`src/rtl/exe_stage_module_pkg.sv`:
```
// rtl/exe_stage_module_pkg.sv - shared widths, ALU command codes and helpers for the execute stage
package exe_stage_module_pkg;

    localparam int WORD_W   = 32;
    localparam int CMD_W    = 4;
    localparam int REG_W    = 4;
    localparam int SHIFT_W  = 12;
    localparam int IMM24_W  = 24;
    localparam int FLAG_W   = 4;
    localparam int IMM8_W   = 8;
    localparam int SHAMT_W  = 5;
    localparam int SEL_W    = 2;
    localparam int BR_SHIFT = 2;

    // Shifter-field bit positions
    localparam int SH_IMM_BIT  = 4;
    localparam int SH_TYPE_LSB = 5;
    localparam int SH_AMT_LSB  = 7;

    localparam int FLAG_N = 3;
    localparam int FLAG_Z = 2;
    localparam int FLAG_C = 1;
    localparam int FLAG_V = 0;

    localparam logic [CMD_W-1:0] EXE_MOV = 4'b0001;
    localparam logic [CMD_W-1:0] EXE_MVN = 4'b1001;
    localparam logic [CMD_W-1:0] EXE_ADD = 4'b0010;
    localparam logic [CMD_W-1:0] EXE_ADC = 4'b0011;
    localparam logic [CMD_W-1:0] EXE_SUB = 4'b0100;
    localparam logic [CMD_W-1:0] EXE_SBC = 4'b0101;
    localparam logic [CMD_W-1:0] EXE_AND = 4'b0110;
    localparam logic [CMD_W-1:0] EXE_ORR = 4'b0111;
    localparam logic [CMD_W-1:0] EXE_EOR = 4'b1000;

    localparam logic [SEL_W-1:0] FWD_MEM = 2'b01;
    localparam logic [SEL_W-1:0] FWD_WB  = 2'b10;

    localparam logic [1:0] SH_LSL = 2'b00;
    localparam logic [1:0] SH_LSR = 2'b01;
    localparam logic [1:0] SH_ASR = 2'b10;
    localparam logic [1:0] SH_ROR = 2'b11;

    typedef struct packed {
        logic              wb_en;
        logic              mem_r_en;
        logic              mem_w_en;
        logic [REG_W-1:0]  dest;
        logic [WORD_W-1:0] alu_result;
        logic [WORD_W-1:0] store_val;
    } exe_mem_t;

    function automatic logic [WORD_W-1:0] ror_word(input logic [WORD_W-1:0] v,
                                                   input logic [SHAMT_W-1:0] amt);
        logic [2*WORD_W-1:0] dbl;
        dbl = {v, v} >> amt;
        return dbl[WORD_W-1:0];
    endfunction

endpackage

```
`src/rtl/exe_stage_module_if.sv`:
```
// rtl/exe_stage_module_if.sv - operand/result bus between the execute stage and its ALU
interface exe_stage_module_if;
    import exe_stage_module_pkg::*;

    logic [WORD_W-1:0] op_a;
    logic [WORD_W-1:0] op_b;
    logic [CMD_W-1:0]  cmd;
    logic [FLAG_W-1:0] flags_in;
    logic [WORD_W-1:0] result;
    logic [FLAG_W-1:0] flags_out;

    modport master (output op_a, op_b, cmd, flags_in, input result, flags_out);
    modport slave  (input op_a, op_b, cmd, flags_in, output result, flags_out);
endinterface

```
`src/rtl/exe_stage_module_alu.sv`:
```
// rtl/exe_stage_module_alu.sv - 32-bit ALU with NZCV flag generation
module exe_alu
    import exe_stage_module_pkg::*;
(
    exe_stage_module_if.slave alu_if
);

    logic [WORD_W:0]   sum;
    logic [WORD_W-1:0] res;
    logic [FLAG_W-1:0] flags;
    logic              valid;
    logic              is_add;
    logic              is_sub;
    logic              c_in;

    assign c_in   = alu_if.flags_in[FLAG_C];
    assign is_add = (alu_if.cmd == EXE_ADD) || (alu_if.cmd == EXE_ADC);
    assign is_sub = (alu_if.cmd == EXE_SUB) || (alu_if.cmd == EXE_SBC);

    always_comb begin
        sum   = '0;
        res   = '0;
        flags = alu_if.flags_in;
        valid = 1'b1;
        case (alu_if.cmd)
            EXE_MOV: res = alu_if.op_b;
            EXE_MVN: res = ~alu_if.op_b;
            EXE_ADD: sum = {1'b0, alu_if.op_a} + {1'b0, alu_if.op_b};
            EXE_ADC: sum = {1'b0, alu_if.op_a} + {1'b0, alu_if.op_b} + {{WORD_W{1'b0}}, c_in};
            EXE_SUB: sum = {1'b0, alu_if.op_a} - {1'b0, alu_if.op_b};
            EXE_SBC: sum = {1'b0, alu_if.op_a} - {1'b0, alu_if.op_b} - {{WORD_W{1'b0}}, ~c_in};
            EXE_AND: res = alu_if.op_a & alu_if.op_b;
            EXE_ORR: res = alu_if.op_a | alu_if.op_b;
            EXE_EOR: res = alu_if.op_a ^ alu_if.op_b;
            default: valid = 1'b0;
        endcase

        // Subtraction reports carry as NOT borrow; bit WORD_W of the difference is the borrow
        if (is_add || is_sub) begin
            res           = sum[WORD_W-1:0];
            flags[FLAG_C] = is_add ? sum[WORD_W] : ~sum[WORD_W];
            flags[FLAG_V] = (is_add ? (alu_if.op_a[WORD_W-1] == alu_if.op_b[WORD_W-1])
                                    : (alu_if.op_a[WORD_W-1] != alu_if.op_b[WORD_W-1]))
                            && (res[WORD_W-1] != alu_if.op_a[WORD_W-1]);
        end
        if (valid) begin
            flags[FLAG_N] = res[WORD_W-1];
            flags[FLAG_Z] = (res == '0);
        end
    end

    assign alu_if.result    = res;
    assign alu_if.flags_out = flags;

endmodule

```
`src/rtl/exe_stage_module.sv`:
```
// rtl/exe_stage_module.sv - execute stage: forwarding, Val2 shifter, ALU, branch target, EXE/MEM register
module exe_stage_module
    import exe_stage_module_pkg::*;
(
    input  logic               clk,
    input  logic               rst,
    input  logic               wb_en_in,
    input  logic               mem_r_en_in,
    input  logic               mem_w_en_in,
    input  logic               b_in,
    input  logic               s_in,
    input  logic [CMD_W-1:0]   exec_cmd_in,
    input  logic [WORD_W-1:0]  pc_in,
    input  logic [WORD_W-1:0]  val_r_n_in,
    input  logic [WORD_W-1:0]  val_r_m_in,
    input  logic               imm_in,
    input  logic [SHIFT_W-1:0] shift_operand_in,
    input  logic [IMM24_W-1:0] signed_imm_24_in,
    input  logic [REG_W-1:0]   dest_in,
    input  logic [SEL_W-1:0]   sel_src_1,
    input  logic [SEL_W-1:0]   sel_src_2,
    input  logic [WORD_W-1:0]  mem_fwd_val,
    input  logic [WORD_W-1:0]  wb_fwd_val,
    input  logic               mem_freeze,
    output logic               wb_en_out,
    output logic               mem_r_en_out,
    output logic               mem_w_en_out,
    output logic [WORD_W-1:0]  alu_result,
    output logic [WORD_W-1:0]  store_val,
    output logic [REG_W-1:0]   dest_out,
    output logic               branch_taken,
    output logic [WORD_W-1:0]  branch_addr,
    output logic [FLAG_W-1:0]  status_reg
);

    logic [WORD_W-1:0]  op_a;
    logic [WORD_W-1:0]  rm_fwd;
    logic [WORD_W-1:0]  val2;
    logic [SHAMT_W-1:0] shamt;
    exe_mem_t           pipe_q, pipe_d;
    logic [FLAG_W-1:0]  status_q;

    always_comb begin
        case (sel_src_1)
            FWD_MEM: op_a = mem_fwd_val;
            FWD_WB:  op_a = wb_fwd_val;
            default: op_a = val_r_n_in;
        endcase
        case (sel_src_2)
            FWD_MEM: rm_fwd = mem_fwd_val;
            FWD_WB:  rm_fwd = wb_fwd_val;
            default: rm_fwd = val_r_m_in;
        endcase
    end

    assign shamt = shift_operand_in[SHIFT_W-1:SH_AMT_LSB];

    // Memory ops use the raw 12-bit offset, ahead of any immediate/shift decoding
    always_comb begin
        val2 = rm_fwd;
        if (mem_r_en_in || mem_w_en_in) begin
            val2 = WORD_W'(shift_operand_in);
        end else if (imm_in) begin
            val2 = ror_word(WORD_W'(shift_operand_in[IMM8_W-1:0]),
                            {shift_operand_in[SHIFT_W-1:IMM8_W], 1'b0});
        end else if (!shift_operand_in[SH_IMM_BIT]) begin
            case (shift_operand_in[SH_TYPE_LSB+1:SH_TYPE_LSB])
                SH_LSL:  val2 = rm_fwd << shamt;
                SH_LSR:  val2 = rm_fwd >> shamt;
                SH_ASR:  val2 = $signed(rm_fwd) >>> shamt;
                default: val2 = ror_word(rm_fwd, shamt);
            endcase
        end
    end

    exe_stage_module_if alu_bus ();

    assign alu_bus.op_a     = op_a;
    assign alu_bus.op_b     = val2;
    assign alu_bus.cmd      = exec_cmd_in;
    assign alu_bus.flags_in = status_q;

    exe_alu u_alu (
        .alu_if (alu_bus.slave)
    );

    always_comb begin
        pipe_d.wb_en      = wb_en_in;
        pipe_d.mem_r_en   = mem_r_en_in;
        pipe_d.mem_w_en   = mem_w_en_in;
        pipe_d.dest       = dest_in;
        pipe_d.alu_result = alu_bus.result;
        pipe_d.store_val  = rm_fwd;
    end

    always_ff @(posedge clk) begin
        if (rst) begin
            pipe_q   <= '0;
            status_q <= '0;
        end else if (!mem_freeze) begin
            pipe_q <= pipe_d;
            if (s_in) begin
                status_q <= alu_bus.flags_out;
            end
        end
    end

    assign wb_en_out    = pipe_q.wb_en;
    assign mem_r_en_out = pipe_q.mem_r_en;
    assign mem_w_en_out = pipe_q.mem_w_en;
    assign dest_out     = pipe_q.dest;
    assign alu_result   = pipe_q.alu_result;
    assign store_val    = pipe_q.store_val;
    assign status_reg   = status_q;

    assign branch_taken = b_in;
    assign branch_addr  = pc_in + {{(WORD_W-IMM24_W-BR_SHIFT){signed_imm_24_in[IMM24_W-1]}},
                                   signed_imm_24_in, {BR_SHIFT{1'b0}}};

endmodule
```
`config.mk`:
```
export PLATFORM = sky130hd
export DESIGN_NAME = exe_stage_module
export DESIGN_NICKNAME = d
export VERILOG_FILES = /design/src/rtl/exe_stage_module_pkg.sv /design/src/rtl/exe_stage_module_if.sv /design/src/rtl/exe_stage_module_alu.sv /design/src/rtl/exe_stage_module.sv
export SDC_FILE = /design/constraint.sdc
export NUM_CORES = 1
export LEC_CHECK = 0
export CAP_MARGIN = 20
export CORE_MARGIN = 2
export CORE_UTILIZATION = 51
export CTS_CLUSTER_SIZE = 25
export DETAILED_ROUTE_END_ITERATION = 8
export HOLD_SLACK_MARGIN = 0.03
export PLACE_DENSITY_LB_ADDON = 0.3
export RECOVER_POWER = 25
export SETUP_SLACK_MARGIN = 0.05
export SLEW_MARGIN = 20
export SYNTH_ARGS = -nofsm -noshare
export SYNTH_HDL_FRONTEND = slang
export SYNTH_HIERARCHICAL = 1
export SYNTH_SLANG_ARGS = --single-unit
```
`constraint.sdc`:
```
create_clock -name clk -period 8.1 [get_ports clk]
set_clock_uncertainty 0.15 [all_clocks]
set_input_delay 1.62 -clock clk [delete_from_list [all_inputs] [get_ports clk]]
set_output_delay 1.62 -clock clk [all_outputs]
set_load 0.005 [all_outputs]
```
==> results of run 1 <==
[kinds of logic after synthesis]
group	count (synthesis)	share of synthesized area (%)
AO/OA/AOI/OAI	941	32.6
XOR/XNOR	105	4.67
adder cells (fa/ha/maj)	139	8.94
buffers and inverters	340	7.05
flip-flops	75	7.62
multiplexers	250	16.5
AND/OR/NAND/NOR	953	22.6
[per-stage QoR]
step                      setup WS, ns  util [%]
after CTS                       -0.394      80.5
after floorplan                 0.0201         -
after global placement           -1.42      76.4
after detailed placement         -1.54      76.4
[metal layers]
layer / GRT overflow / GRT usage [%]
met1: 1 / 66.2
met4: 55 / 60.9
met2: 63 / 84.8
met3: 1 / 49.6
met5: 0 / 19.6
[repair_timing]
| item | CTS |
|---|---|
| gates resized for setup | 227 |
| pin swaps | 57 |
| setup endpoints to repair | 23 |
| buffers inserted | 30 |
| gates cloned | 1 |
==> results.json, run 1 <==
{
  "status": "stopped before the end",
  "failing_step": "5_1_grt",
  "tool.error": "[ERROR GRT-0116] Global routing finished with congestion. Check the congestion regions in the DRC Viewer.",
  "synthDominantCellAreaShare_pct": 8.69,
  "async_reset_ff_share_pct": 0,
  "synthesis.area_mm2": 0.0197,
  "dpl.hpwl_um": 87100,
  "start_util_pct": 51.3,
  "ys_types": 101,
  "grt.total_usage_pct": 65.8,
  "globalplace.congestion": 1.47,
  "cts_max_level": 3,
  "clockRootBuffer": "clkbuf_16",
  "die_h_um": 201,
  "yosysWarnings": 6,
  "cts_buffer_depth": 2,
  "port_buffers": 318,
  "synth_cells": 2803,
  "cts.sinks": 75,
  "grt_max_degree": 76,
  "synth_nets": 3159,
  "synth_edf_count": 0,
  "synth_flop_cell": "dfxtp_1",
  "placed_cells": 4284,
  "synth_seq_cells": 75,
  "synthTopCellsByArea": "mux2i_1 8.7%, ha_1 8.6%, dfxtp_1 7.6%, mux4_2 6.6%, nor2_1 6.1%",
  "boundaryPins": 325,
  "num_rows": 72,
  "grt_pass1_wl_um": 205000,
  "synth_area_leader_cell": "mux2i_1",
  "die_x_um": 201,
  "synth.most_common_cell": "nor2_1",
  "grt_overflow": 120,
  "ys_seq_area_share_pct": 7.62,
  "dpl-instance-area_mm2": 0.0293,
  "syn_avg_cell_area_um2": 7.03,
  "synth_common_cells": "321 x nor2_1, 265 x nand2_1, 220 x a21oi_1, 180 x o21ai_0, 171 x mux2i_1",
  "cts_buffers": 9,
  "ctsHoldBuffers": 0,
  "grt_pass1_vias": 33600
}
==> run 2, diff against run 1 <==
--- a/config.mk
+++ b/config.mk
@@ -7,13 +7,10 @@
 export LEC_CHECK = 0
 export CAP_MARGIN = 20
 export CORE_MARGIN = 2
-export CORE_UTILIZATION = 51
-export CTS_CLUSTER_SIZE = 25
+export CORE_UTILIZATION = 40
 export DETAILED_ROUTE_END_ITERATION = 8
-export HOLD_SLACK_MARGIN = 0.03
-export PLACE_DENSITY_LB_ADDON = 0.3
+export PLACE_DENSITY_LB_ADDON = 0.15
 export RECOVER_POWER = 25
-export SETUP_SLACK_MARGIN = 0.05
 export SLEW_MARGIN = 20
 export SYNTH_ARGS = -nofsm -noshare
 export SYNTH_HDL_FRONTEND = slang
==> constraint.sdc (replaced) <==
create_clock -name clk -period 10.5 [get_ports clk]
set_clock_uncertainty 0.15 [all_clocks]
set_input_delay 2.1 -clock clk [delete_from_list [all_inputs] [get_ports clk]]
set_output_delay 2.1 -clock clk [all_outputs]
set_load 0.005 [all_outputs]
==> results.json, run 2 <==
{
  "register_area_mm2": 0.00150,
  "fin_nets": 3713,
  "synth_edf_count": 0,
  "synth_seq_cells": 75,
  "hold_viol_final": 0,
  "drv_cap": 0,
  "hold_path.class": "register to register",
  "ys_types": 101,
  "powerDensity_mw_per_mm2": 105,
  "max-vdd-ir-drop_mv": 0.140,
  "die_h_um": 226,
  "crit_top_cell": "or4_1",
  "globalplace.congestion": 1.11,
  "synth_fa_ha_area_share_pct": 8.94,
  "synth_area_leader_cell": "mux2i_1",
  "layoutNonFillerInstCount": 4026,
  "worst_skew_pair.late_latency_ns": 0.38,
  "slowest_delay_ns": 0.68,
  "cts_buffers": 9,
  "rsz0062_at_grt": "false",
  "clk_pin_slew_ns": 0.07,
  "cts.sinks": 75,
  "syn_avg_cell_area_um2": 7.03,
  "port_buffers": 318,
  "diodes": 0,
  "synth_top_family_by_area": "compound AO/OA/AOI/OAI gates",
  "cp_max_fo": 22,
  "cp_top_family": "simple AND/OR/NAND/NOR gates",
  "tightest_slew_ns": 1.14,
  "via_count": 26600,
  "fin_crit_sh_pct": 96.8,
  "status": "completed",
  "p_total_w": 0.00279,
  "cp.arrival_ns": 10.34,
  "startpoint": "shift_operand_in[9]",
  "synthesis.area_mm2": 0.0197,
  "routed_via_density": 6.61,
  "dpl-instance-area_mm2": 0.0262,
  "grt_overflow": 0,
  "async_reset_ff_share_pct": 0,
  "grt.total_usage_pct": 44.4,
  "synth-xor-area-share_pct": 4.67,
  "period_needed_ns": 10.17,
  "syn2layout_area_growth_pct": 34.8,
  "mostFrequentLayoutCells": "418 x buf_4, 320 x nor2_1, 271 x clkdlybuf4s50_1, 265 x nand2_1, 219 x a21oi_1",
  "relSlewSlack_pct": 23.4,
  "grt_max_degree": 76,
  "synthTopCellsByArea": "mux2i_1 8.7%, ha_1 8.6%, dfxtp_1 7.6%, mux4_2 6.6%, nor2_1 6.1%",
  "multi_input_area_mm2": 0.0169,
  "cts_max_level": 3,
  "final_common_cell": "buf_4",
  "grt_antenna_before_repair": 5,
  "drt_wl_total_um": 116000,
  "crit_slowest_cell": "clkdlybuf4s50_1",
  "synth_mux_area_share_pct": 16.5,
  "start_util_pct": 40.4,
  "start_kind": "input pin",
  "num_rows": 81,
  "dieArea_mm2": 0.0511,
  "setup_viol": 0,
  "hp-start": "store_val[5]",
  "ys_seq_area_share_pct": 7.62,
  "initialDrtViolationCount": 3271,
  "ctsHoldBuffers": 0,
  "synth_flop_cell": "dfxtp_1",
  "fin_util_pct": 54.5,
  "grt_pass1_vias": 25300,
  "die_x_um": 226,
  "drive_above_1_share_pct": 17.8,
  "synthDominantCellAreaShare_pct": 8.69,
  "num-fill-cells": 4688,
  "boundaryPins": 325,
  "postLayoutCellArea_mm2": 0.0266,
  "drcViolationCount": 0,
  "synth_cells": 2803,
  "drtPass1Iterations": 7,
  "drtAntennaViolNets": 0,
  "end_kind": "register",
  "slew_violations": 0,
  "synth.most_common_cell": "nor2_1",
  "synthSimpleGateAreaFrac_pct": 22.6,
  "worstPathRequired_ns": 10.67,
  "leakagePower_nw": 11.2,
  "crit_buf_inv": 7,
  "r2r-start": "status_reg[1]",
  "cts_tree": "done",
  "cts_buffer_depth": 2,
  "worstSetupPathType": "input pin to register",
  "core_mm2": 0.0487,
  "synth_nets": 3159,
  "placed_cells": 4010,
  "grt_pass1_wl_um": 167000,
  "dpl.hpwl_um": 93800,
  "synth_common_cells": "321 x nor2_1, 265 x nand2_1, 220 x a21oi_1, 180 x o21ai_0, 171 x mux2i_1",
  "wire_per_inst_um": 28.8,
  "fmax_mhz": 98.3,
  "synth_compound_area_share_pct": 32.6,
  "yosysWarnings": 6,
  "clockRootBuffer": "clkbuf_16"
}
-- run 2: cell counts after synthesis --
No cell type changed its count.
-- run 2: final timing paths --
check / to / slack (ns) / cells past startpoint
worst max register to register: status_reg[2] / 5.39 / 18
worst max-delay path: status_reg[2] / 0.33 / 31
worst min-delay path: store_val[5] / 0.34 / 2
worst min register to register: store_val[5] / 0.34 / 2
-- run 2: layout make-up --
type,instances,share of cell area [%]
tap,664,3.13
clock inverter,7,0.287
clock buffer,9,0.848
multi-input combinational,2388,63.6
timing repair buffer,747,24.6
sequential,75,5.65
inverter,136,1.93
-- run 2: worst min-delay path: stages, from the launching register on --
cell and delay (ns):
dfxtp_1 0.32, a21oi_1 0.06, nor2_1 0.07
-- run 2: through the flow --
| stage | hold WS (ns) | setup WS (ns) | setup TNS (ns) |
|---|---|---|---|
| after floorplan | 0.307 | 1.45 | 0 |
| after global placement | 0.317 | -0.169 | -0.169 |
| final | 0.338 | 0.331 | 0 |
| after CTS | 0.345 | 0.149 | 0 |
| after detailed placement | 0.329 | -0.199 | -0.199 |
| after global routing | 0.373 | 0.0196 | 0 |
-- run 2: where the power goes --
part | internal [W] | leakage, nW | switching (W)
registers | 0.000305 | 0.615 | 0.0000117
logic | 0.000917 | 10.4 | 0.00122
clock network | 0.000186 | 0.148 | 0.000148
total | 0.00141 | 11.2 | 0.00138
-- run 2: logic make-up after synthesis --
kind of cell,after synthesis
mux,250
flops,75
fa+ha+maj,139
xor+xnor,105
buf+inv,340
compound gates,941
simple gates,953
-- run 2: repair_timing --
item	4_1_cts	5_1_grt
setup endpoints to repair	0	2
gates resized for setup	0	16
setup buffers	0	0
-- run 2: layer usage --
metal / share of wire [%] / routed length (µm) / track usage (%) / vias up
li1: - / - / - / 11600
met1: 37 / 43200 / 53.2 / 12700
met2: 43 / 50400 / 69.3 / 1831
met3: 10 / 11600 / 8.70 / 473
met4: 9.4 / 10900 / 35.1 / 6
met5: 0.033 / 38 / 0 / -
No activity file was read; power rests on OpenSTA's default activity.
